==> src/rtl/pc_fetch_ctrl.sv <==
// Fetch-stage program counter: sequential advance, prioritised redirects,
// redirect capture across stalls and memory back-pressure, and misaligned-target trap.
module pc_fetch_ctrl #(
    parameter logic [31:0] RESET_PC = 32'h0000_3000,
    parameter logic [31:0] EXC_PC   = 32'h0000_4180
) (
    input  logic        Clk,
    input  logic        Reset_N,
    input  logic        Stall_In,
    input  logic        Br_Taken_In,
    input  logic [31:0] Br_Target_In,
    input  logic        Jmp_In,
    input  logic [31:0] Jmp_Target_In,
    input  logic        Jr_In,
    input  logic [31:0] Jr_Target_In,
    input  logic        Fetch_Ready_In,
    output logic        Fetch_Valid_Out,
    output logic [31:0] Pc_Out,
    output logic [31:0] Pc4_Out,
    output logic        Adel_Out
);

    typedef enum logic [1:0] {
        S_RUN  = 2'd0,
        S_WAIT = 2'd1,
        S_PEND = 2'd2
    } state_t;

    state_t      r_state;
    state_t      w_state_nxt;
    logic [31:0] r_pc;
    logic [31:0] w_pc_nxt;
    logic [31:0] r_pend_tgt;
    logic [31:0] w_pend_nxt;
    logic        r_valid;
    logic        r_adel;
    logic        w_adel_nxt;

    logic        w_redir;
    logic [31:0] w_redir_tgt;
    logic        w_advance;
    logic [31:0] w_pc4;
    logic [31:0] w_apply_tgt;
    logic        w_apply_is_redir;

    function automatic logic [31:0] sel_target(
        input logic        jr,
        input logic        jmp,
        input logic [31:0] jr_tgt,
        input logic [31:0] jmp_tgt,
        input logic [31:0] br_tgt
    );
        if (jr)
            return jr_tgt;
        else if (jmp)
            return jmp_tgt;
        else
            return br_tgt;
    endfunction

    function automatic logic is_misaligned(input logic [1:0] low_bits);
        return |low_bits;
    endfunction

    assign w_redir     = Jr_In | Jmp_In | Br_Taken_In;
    assign w_redir_tgt = sel_target(Jr_In, Jmp_In, Jr_Target_In, Jmp_Target_In, Br_Target_In);
    assign w_advance   = r_valid & Fetch_Ready_In & ~Stall_In;
    assign w_pc4       = r_pc + 32'd4;

    always_comb begin
        w_state_nxt      = r_state;
        w_pc_nxt         = r_pc;
        w_pend_nxt       = r_pend_tgt;
        w_adel_nxt       = 1'b0;
        w_apply_tgt      = w_pc4;
        w_apply_is_redir = 1'b0;

        if (w_advance) begin
            w_state_nxt = S_RUN;
            // A live redirect always beats a captured one; the capture is stale by then.
            if (w_redir) begin
                w_apply_tgt      = w_redir_tgt;
                w_apply_is_redir = 1'b1;
            end else if (r_state == S_PEND) begin
                w_apply_tgt      = r_pend_tgt;
                w_apply_is_redir = 1'b1;
            end

            if (w_apply_is_redir && is_misaligned(w_apply_tgt[1:0])) begin
                w_pc_nxt   = EXC_PC;
                w_adel_nxt = 1'b1;
            end else begin
                w_pc_nxt = w_apply_tgt;
            end
        end else if (w_redir) begin
            w_state_nxt = S_PEND;
            w_pend_nxt  = w_redir_tgt;
        end else if (r_state == S_RUN && r_valid && !Fetch_Ready_In) begin
            w_state_nxt = S_WAIT;
        end
    end

    always_ff @(posedge Clk) begin
        if (!Reset_N) begin
            r_state    <= S_RUN;
            r_pc       <= RESET_PC;
            r_pend_tgt <= 32'd0;
            r_valid    <= 1'b0;
            r_adel     <= 1'b0;
        end else begin
            r_state    <= w_state_nxt;
            r_pc       <= w_pc_nxt;
            r_pend_tgt <= w_pend_nxt;
            r_valid    <= 1'b1;
            r_adel     <= w_adel_nxt;
        end
    end

    assign Fetch_Valid_Out = r_valid;
    assign Pc_Out          = r_pc;
    assign Pc4_Out         = w_pc4;
    assign Adel_Out        = r_adel;

endmodule

==> config.mk <==
export PLATFORM = sky130hd
export DESIGN_NAME = pc_fetch_ctrl
export DESIGN_NICKNAME = d
export VERILOG_FILES = /design/src/rtl/pc_fetch_ctrl.sv
export SDC_FILE = /design/constraint.sdc
export NUM_CORES = 1
export LEC_CHECK = 0
export ABC_AREA = 1
export ABC_CLOCK_PERIOD_IN_PS = 3300
export CORE_MARGIN = 1.5
export CORE_UTILIZATION = 48
export CTS_CLUSTER_DIAMETER = 200
export CTS_CLUSTER_SIZE = 40
export DETAILED_ROUTE_END_ITERATION = 16
export GPL_TIMING_DRIVEN = 0
export PLACE_DENSITY = 0.89
export SETUP_SLACK_MARGIN = 0.4
export SYNTH_ARGS = -nofsm -noshare
export SYNTH_HDL_FRONTEND = slang
export SYNTH_SLANG_ARGS = --single-unit
==> constraint.sdc <==
create_clock -name Clk -period 3.3 [get_ports Clk]
set_clock_uncertainty 0.1 [all_clocks]
set_input_delay 0.66 -clock Clk [delete_from_list [all_inputs] [get_ports Clk]]
set_output_delay 0.66 -clock Clk [all_outputs]
set_load 0.005 [all_outputs]
==> summary.md, run 1 <==
| Metric | Value |
|---|---|
| Synth top area share | between 30% and 40% |
| Routed via count divided by cell count | 5.51 |
| Share of cell area taken by muxes after synthesis | 0% |
| Reported leakage power | between 0.002 and 0.003 uW |
| Adder-cell area share of the yosys netlist | less than 1% |
| Area fraction in compound gates after synthesis | a little under a fifth |
| RSZ-0062 raised after global routing | yes |
| CTS clock-pin slew for the worst setup and hold paths | around 80 ps |
| Wire length reported by the detailed router | between 15 and 20 mm |
| Final hold violations | 0 |
| Global routing usage on met1 | approximately 44% |
| Worst setup path class | reg -> out |
| Transition time at the pin with the least slew margin | between 700 and 800 ps |
| Number of buffers inserted by port buffering | 166 |
| Cell area after layout | about 6600 sq um |
| GRT busiest layer | met2 |
| Critical Path Source Type | register |
| Area of the placeable core | ~9000 sq um |
| Rel. slew slack | between 50% and 60% |
| Synthesized instance count | between 700 and 800 |
| Setup_tns | 0 ps |
| Pre-antenna DRT Iters | 5 |
| CTS tree | yes |
| Synth Cell Area | ~4400 sq um |
| Hold bufs inserted after CTS | 0 |
| Row Count | 34 |
| Most area-hungry cell type in the Yosys netlist | dfxtp_1 |
| Portion of the post-synthesis area used by sequential elements | 31.1% |
| Clock insertion delay at the later pin of the skew report | 350 ps |
| Number of warnings printed during yosys synthesis | 0 |
| Period Utilization, post-route | roughly 87% |
| Outcome | complete, no violations |
| Syn Area/Cell | just under 6 sq um |
| Number of violations reported at the end of detailed-routing iteration 0 | between 400 and 500 |
| Met2 track demand over resource in global routing | between 50 and 60% |
| Fmax | about 0.35 GHz |
| Synth cell types | 34 |
| Post-synthesis simple-gate area fraction | between 40% and 50% |
| Combinational family with the most area after synthesis | simple AND/OR/NAND/NOR gates |
| Kind of capture point of the worst setup path | primary output |
| Horizontal die dimension | about 99 um |
| Final-report setup violation count | 0 |
| Worst-case vdd ir drop | ~0.22 mV |
| Longest Clk Path Bufs | 2 |
| Register bit total from synthesis | between 60 and 70 |
| Share of the synthesized netlist area taken by xor and xnor gates | around 1.8% |
| Share of final-layout standard cells stronger than drive strength 1 | about a tenth |
| GPL Wtd Cong | around 0.94 |
| Cts bufs inserted | 9 |
| Routed Antenna Nets | 0 |
| Global-route wire length before repair | approximately 26 mm |
| Post-layout nets | roughly 1000 |
| Total Routing Usage GR | about 33% |
| Worst EP arrival | about 2100 ps |
| Setup slack at placement | approximately 390 ps |
| IO Count | 169 |
| Antenna violations before repair | 0 |
| Met3 global-route usage | 5.18% |
| Leading post-synthesis cells by cell area | dfxtp_1 (31%), nand2_1 (24%), o21ai_0 (8.4%) |
| Final Critical Period | slightly below 3000 ps |
| Total DRC errors in the routed layout | 0 |
| Antenna diode count | 0 |
| Final-report max-slew violation count | 0 |
| Placed wire-length estimate after detailed placement | 13.1 mm |
| Clk Tree Root Cell | clkbuf_8 |
| Cell total after placement | about 1000 |
| Leading cell types in the layout, fill and taps excluded | nand2_1 (273), clkdlybuf4s50_1 (163), o21ai_0 (74), a21oi_1 (66), nand3_1 (54) |
| Worst hold path class | reg -> reg |
| Total die area | ~9700 sq um |
| Post-layout total power | ~2100 uW |
| Vertical die dimension | ~99 um |
| Area growth syn-to-layout | 51.4% |
| Max Cap Viol | 0 |
| Largest net degree at the start of global routing | 11 |
| H-Tree Level Count | 3 |
| Clock Sink Count | 68 |
| Data required time at the worst endpoint | 2540 ps |
| Worst Slack Setup Final | just over 400 ps |
| Initial core utilization | 50.0% |
| Crit Path Max Fanout | 5 |
| Areal power density over the cells | slightly above 300 nW/um^2 |
| Total placed instance area | 6180 sq um |
| Most common cell after layout, fill and taps aside | nand2_1 |
| Final std cells w/o fill | between 1000 and 1500 |
| Average routed wire per standard cell | ~16 um |
| Gr ovfl total | 0 |
| Vias in the first global route | between 5000 and 6000 |
| Synth Net Count | around 850 |
| Via Count | around 5700 |
==> cell type report <==
type                       instances  area [sq um]
fill                             700          2130
multi-input combinational        597          2850
sequential                        68          1400
buffer                            41           199
timing repair buffer             174          1730
tap                              108           135
clock buffer                      14           183
inverter                          35           131
clock inverter                     1          5.00
==> report_power, final <==
group | internal [uW] | switching, uW
Sequential | 872 | 47.6
Clock | 350 | 302
Combinational | 238 | 244
Total | 1460 | 594
==> flip-flops by register name (all words and copies together) (netlist names) <==
register / flops
Fetch_Valid_Out: 1
Adel_Out: 1
r_state: 2
r_pend_tgt: 32
Pc_Out: 32
==> routing by layer <==
layer  vias up  routed length, um
met5         -                  0
met4         0                368
met3        36               1610
met2       351               7750
met1      2555               6870
li1       2778                  -
==> Yosys cell counts <==
| cell type | instances |
|---|---|
| ha_1 | 1 |
| nand3b_1 | 13 |
| buf_2 | 6 |
| nor2_2 | 3 |
| nor3_1 | 1 |
| o21ai_1 | 3 |
| dfxtp_1 | 68 |
| nor2_1 | 63 |
| nand4_1 | 2 |
| or2_1 | 2 |
| o211ai_1 | 1 |
| nor4_1 | 1 |
| xnor2_1 | 4 |
| xor2_1 | 5 |
| buf_4 | 4 |
| o21bai_1 | 4 |
| inv_2 | 3 |
| buf_6 | 3 |
| nand2_2 | 1 |
| a211oi_1 | 1 |
| o21ai_0 | 74 |
| o31ai_1 | 3 |
| clkinv_1 | 1 |
| nor2_4 | 1 |
| o21ai_2 | 1 |
| clkbuf_1 | 28 |
| a21oi_1 | 66 |
| o22ai_1 | 3 |
| nand3_1 | 54 |
| and2_1 | 7 |
| a31oi_1 | 1 |
| a22oi_1 | 1 |
| nand2_1 | 281 |
| inv_1 | 31 |
==> final timing paths <==
path                                                 start                    endpoint  slack (ps)  cells past startpoint
worst min-delay path            r_pend_tgt[1]$_SDFFE_PN0P_  r_pend_tgt[1]$_SDFFE_PN0P_         370                      2
worst max-delay path                Pc_Out[3]$_SDFFE_PN0P_                 Pc4_Out[14]         410                      7
worst max register to register     Fetch_Valid_Out$_DFF_P_     Pc_Out[13]$_SDFFE_PN1P_        1170                      6
worst min register to register  r_pend_tgt[1]$_SDFFE_PN0P_  r_pend_tgt[1]$_SDFFE_PN0P_         370                      2
==> critical path: stages, from the launching register on <==
cell and delay, ps:
dfxtp_4 390, ha_4 150, nand2_1 90, nor2_4 150, nand2_4 120, nor2_4 160
xor2_2 190, clkdlybuf4s50_1 540
==> through the flow <==
stage | hold WS, ps | util, %
2_1_floorplan | 337 | -
5_1_grt | 407 | 75.7
6_report | 371 | 75.7
3_3_place_gp | 354 | 70.5
4_1_cts | 366 | 73.9
3_5_place_dp | 356 | 70.5
==> what timing repair did <==
item                       in CTS  in global routing
resized for setup              34                 40
cloned                          0                  0
pin swaps                       3                  8
setup buffers                   0                  8
setup endpoints to repair      22                 22
==> cells by family (layout without fill, tap and decap cells) <==
group                      Yosys count  count (layout)
DFF                                 68              68
adders and majority gates            1               1
AOI/OAI and AO/OA                  158             158
xor gates and xnor gates             9               9
buffers and inverters               76             265
and+or+nand+nor                    429             429
Note: power is estimated with default switching activity, not from simulation.
==> inputs of run 2 (changes only) <==
- ABC_CLOCK_PERIOD_IN_PS: 3300 -> 2850
- CORE_UTILIZATION: 48 -> 45
- PLACE_DENSITY: 0.89 -> 0.84
- clock period: 3.3 -> 2.85 ns (I/O delays scaled with it)
==> run 2 against run 1 <==
- sequential power grew 14%
- clock power grew 3%
- combinational power grew 20%
- clock-buffer cell count shrank 3
- setup slack lost 190 ps
- via count grew 1.9%
- sequential cell count is the same
- first-iteration DRC count shrank 25%
- register-to-register slack lost 320 ps
- cell count grew 5.0%
==> summary.md, run 2 (synthesis results as in run 1) <==
| Metric | Value |
|---|---|
| Outcome | complete, no violations (unchanged) |
| Period Utilization, post-route | between 90 and 100% |
| Setup_tns | 0 ps (unchanged) |
| Number of buffers inserted by port buffering | 166 (unchanged) |
| Placed wire-length estimate after detailed placement | 12.9 mm (was 13.1 mm) |
| Critical Path Source Type | register (unchanged) |
| Post-layout nets | 1065 (was 1030) |
| Hold bufs inserted after CTS | 0 (unchanged) |
| Average routed wire per standard cell | 15.9 um (was 16.0 um) |
| CTS tree | yes (unchanged) |
| Longest Clk Path Bufs | 2 (unchanged) |
| Worst Slack Setup Final | 228 ps (was 413 ps) |
| Vias in the first global route | 5197 (was 5306) |
| Clock Sink Count | 68 (unchanged) |
| Most common cell after layout, fill and taps aside | nand2_1 (unchanged) |
| Horizontal die dimension | 102 um (was 98.6 um) |
| Post-layout total power | 2300 uW (was 2050 uW) |
| Antenna diode count | 0 (unchanged) |
| Areal power density over the cells | 323 nW/um^2 (was 310 nW/um^2) |
| Final Critical Period | between 2000 and 3000 ps |
| Utilization after layout | 76.4% (was 75.7%) |
| Largest net degree at the start of global routing | 11 (unchanged) |
| Crit Path Max Fanout | 4 (was 5) |
| Share of final-layout standard cells stronger than drive strength 1 | 18.9% (was 10.4%) |
| Routed via count divided by cell count | 5.35 (was 5.51) |
| Final-report max-slew violation count | 0 (unchanged) |
| Row Count | 35 (was 34) |
| Worst EP arrival | 1950 ps (was 2130 ps) |
| Vertical die dimension | 102 um (was 98.6 um) |
| Cells traversed along the worst timing path | nand2_2 > nor2_4 > nand2_4 > buf_4 > xnor2_1 > clkdlybuf4s50_1 (was ha_4 > nand2_1 > nor2_4 > nand2_4 > nor2_4 > xor2_2 > clkdlybuf4s50_1) |
| RSZ-0062 raised after global routing | yes (unchanged) |
| Cell type group with the largest total delay on the critical path | buffers and inverters (unchanged) |
| Antenna violations before repair | 0 (unchanged) |
| Cts bufs inserted | 9 (unchanged) |
| Reported leakage power | 0.00311 uW (was 0.00272 uW) |
| Worst setup path class | reg -> out (unchanged) |
| Number of violations reported at the end of detailed-routing iteration 0 | 327 (was 438) |
| Final-report setup violation count | 0 (unchanged) |
| IO Count | 169 (unchanged) |
| Wire length reported by the detailed router | 17.3 mm (was 16.6 mm) |
| Global-route wire length before repair | 25.7 mm (was 25.8 mm) |
| GPL Wtd Cong | 0.965 (was 0.937) |
| Total die area | 10300 sq um (was 9710 sq um) |
| Number of filler cells placed in the layout | 712 (was 700) |
| CTS clock-pin slew for the worst setup and hold paths | 70 ps (was 80 ps) |
| Worst-case vdd ir drop | 0.181 mV (was 0.216 mV) |
| Total Routing Usage GR | 32.1% (was 33.0%) |
| Pre-antenna DRT Iters | 5 (unchanged) |
| Worst hold path class | reg -> reg (unchanged) |
| Kind of capture point of the worst setup path | primary output (unchanged) |
| Total DRC errors in the routed layout | 0 (unchanged) |
| Rel. slew slack | 61.1% (was 51.7%) |
| Routed Antenna Nets | 0 (unchanged) |
| Final hold violations | 0 (unchanged) |
| Data required time at the worst endpoint | 2180 ps (was 2540 ps) |
| Clk Tree Root Cell | clkbuf_8 (unchanged) |
| Gr ovfl total | 0 (unchanged) |
| Via Count | 5827 (was 5720) |
| Fmax | roughly 0.38 GHz |
| Transition time at the pin with the least slew margin | 579 ps (was 722 ps) |
| Max Cap Viol | 0 (unchanged) |
| Library cell contributing the largest single delay on the critical path | clkdlybuf4s50_1 (unchanged) |
| Critical path buffers and inverters | 2 (was 1) |
| Crit path largest cell delay | 550 ps (was 540 ps) |
| Clock insertion delay at the later pin of the skew report | 350 ps (about the same) |
| Area growth syn-to-layout | 62.5% (was 51.4%) |
| Leading cell types in the layout, fill and taps excluded | nand2_1 (252), clkdlybuf4s50_1 (141), o21ai_0 (74), a21oi_1 (66), nand3_1 (53) (was nand2_1 (273), clkdlybuf4s50_1 (163), o21ai_0 (74), a21oi_1 (66), nand3_1 (54)) |
| Area of the placeable core | 9330 sq um (was 8760 sq um) |
| Setup slack at placement | 38.4 ps (was 391 ps) |
| Initial core utilization | 47.0% (was 50.0%) |
| H-Tree Level Count | 3 (unchanged) |
-- run 2: final timing paths --
check / start / endpoint / slack [ps] / cells past startpoint
worst min register to register: r_pend_tgt[1]$_SDFFE_PN0P_ / r_pend_tgt[1]$_SDFFE_PN0P_ / 370 / 2
worst max register to register: Pc_Out[3]$_SDFFE_PN0P_ / Pc_Out[12]$_SDFFE_PN1P_ / 850 / 12
worst min-delay path: r_pend_tgt[1]$_SDFFE_PN0P_ / r_pend_tgt[1]$_SDFFE_PN0P_ / 370 / 2
worst max-delay path: Pc_Out[5]$_SDFFE_PN0P_ / Pc4_Out[9] / 230 / 6
-- run 2: power by group --
part	internal [uW]	total (uW)	switching [uW]
combinational	286	575	290
sequential	1000	1050	52.0
clock	339	672	333
-- run 2: worst min-delay path, cell delays in order (launching register included) --
cell and delay [ps]:
dfxtp_1 300, inv_1 60, a211oi_1 60
-- run 2: area by class of cell --
class                      instances  area [sq um]  share of cell area, %
buffer                            41           199                   2.79
clock buffer                      11           151                   2.13
inverter                          35           134                   1.88
multi-input combinational        597          3040                   42.6
sequential                        68          1440                   20.2
tap                              129           161                   2.27
timing repair buffer             209          2000                   28.1
-- run 2: what timing repair did --
| action | CTS | global route |
|---|---|---|
| setup buffers | 23 | 20 |
| setup endpoints to repair | 27 | 27 |
| pin swaps | 27 | 32 |
| resized for setup | 130 | 68 |
-- run 2: metrics by stage --
stage,area (sq um),instances,hold slack [ps]
after floorplan,4380,741,337
after global placement,6210,1036,356
after detailed placement,6210,1036,360
after CTS,6800,1070,370
after global routing,7120,1090,399
final,7120,1090,372
-- run 2: layer usage --
metal  part of all wire (%)  vias to the layer above  GRT usage (%)
met4                    2.3                        0           10.1
met2                     48                      305           55.4
met5                      0                        -              0
met1                     41                     2628           41.3
li1                       -                     2860              -
met3                    8.1                       34           4.62
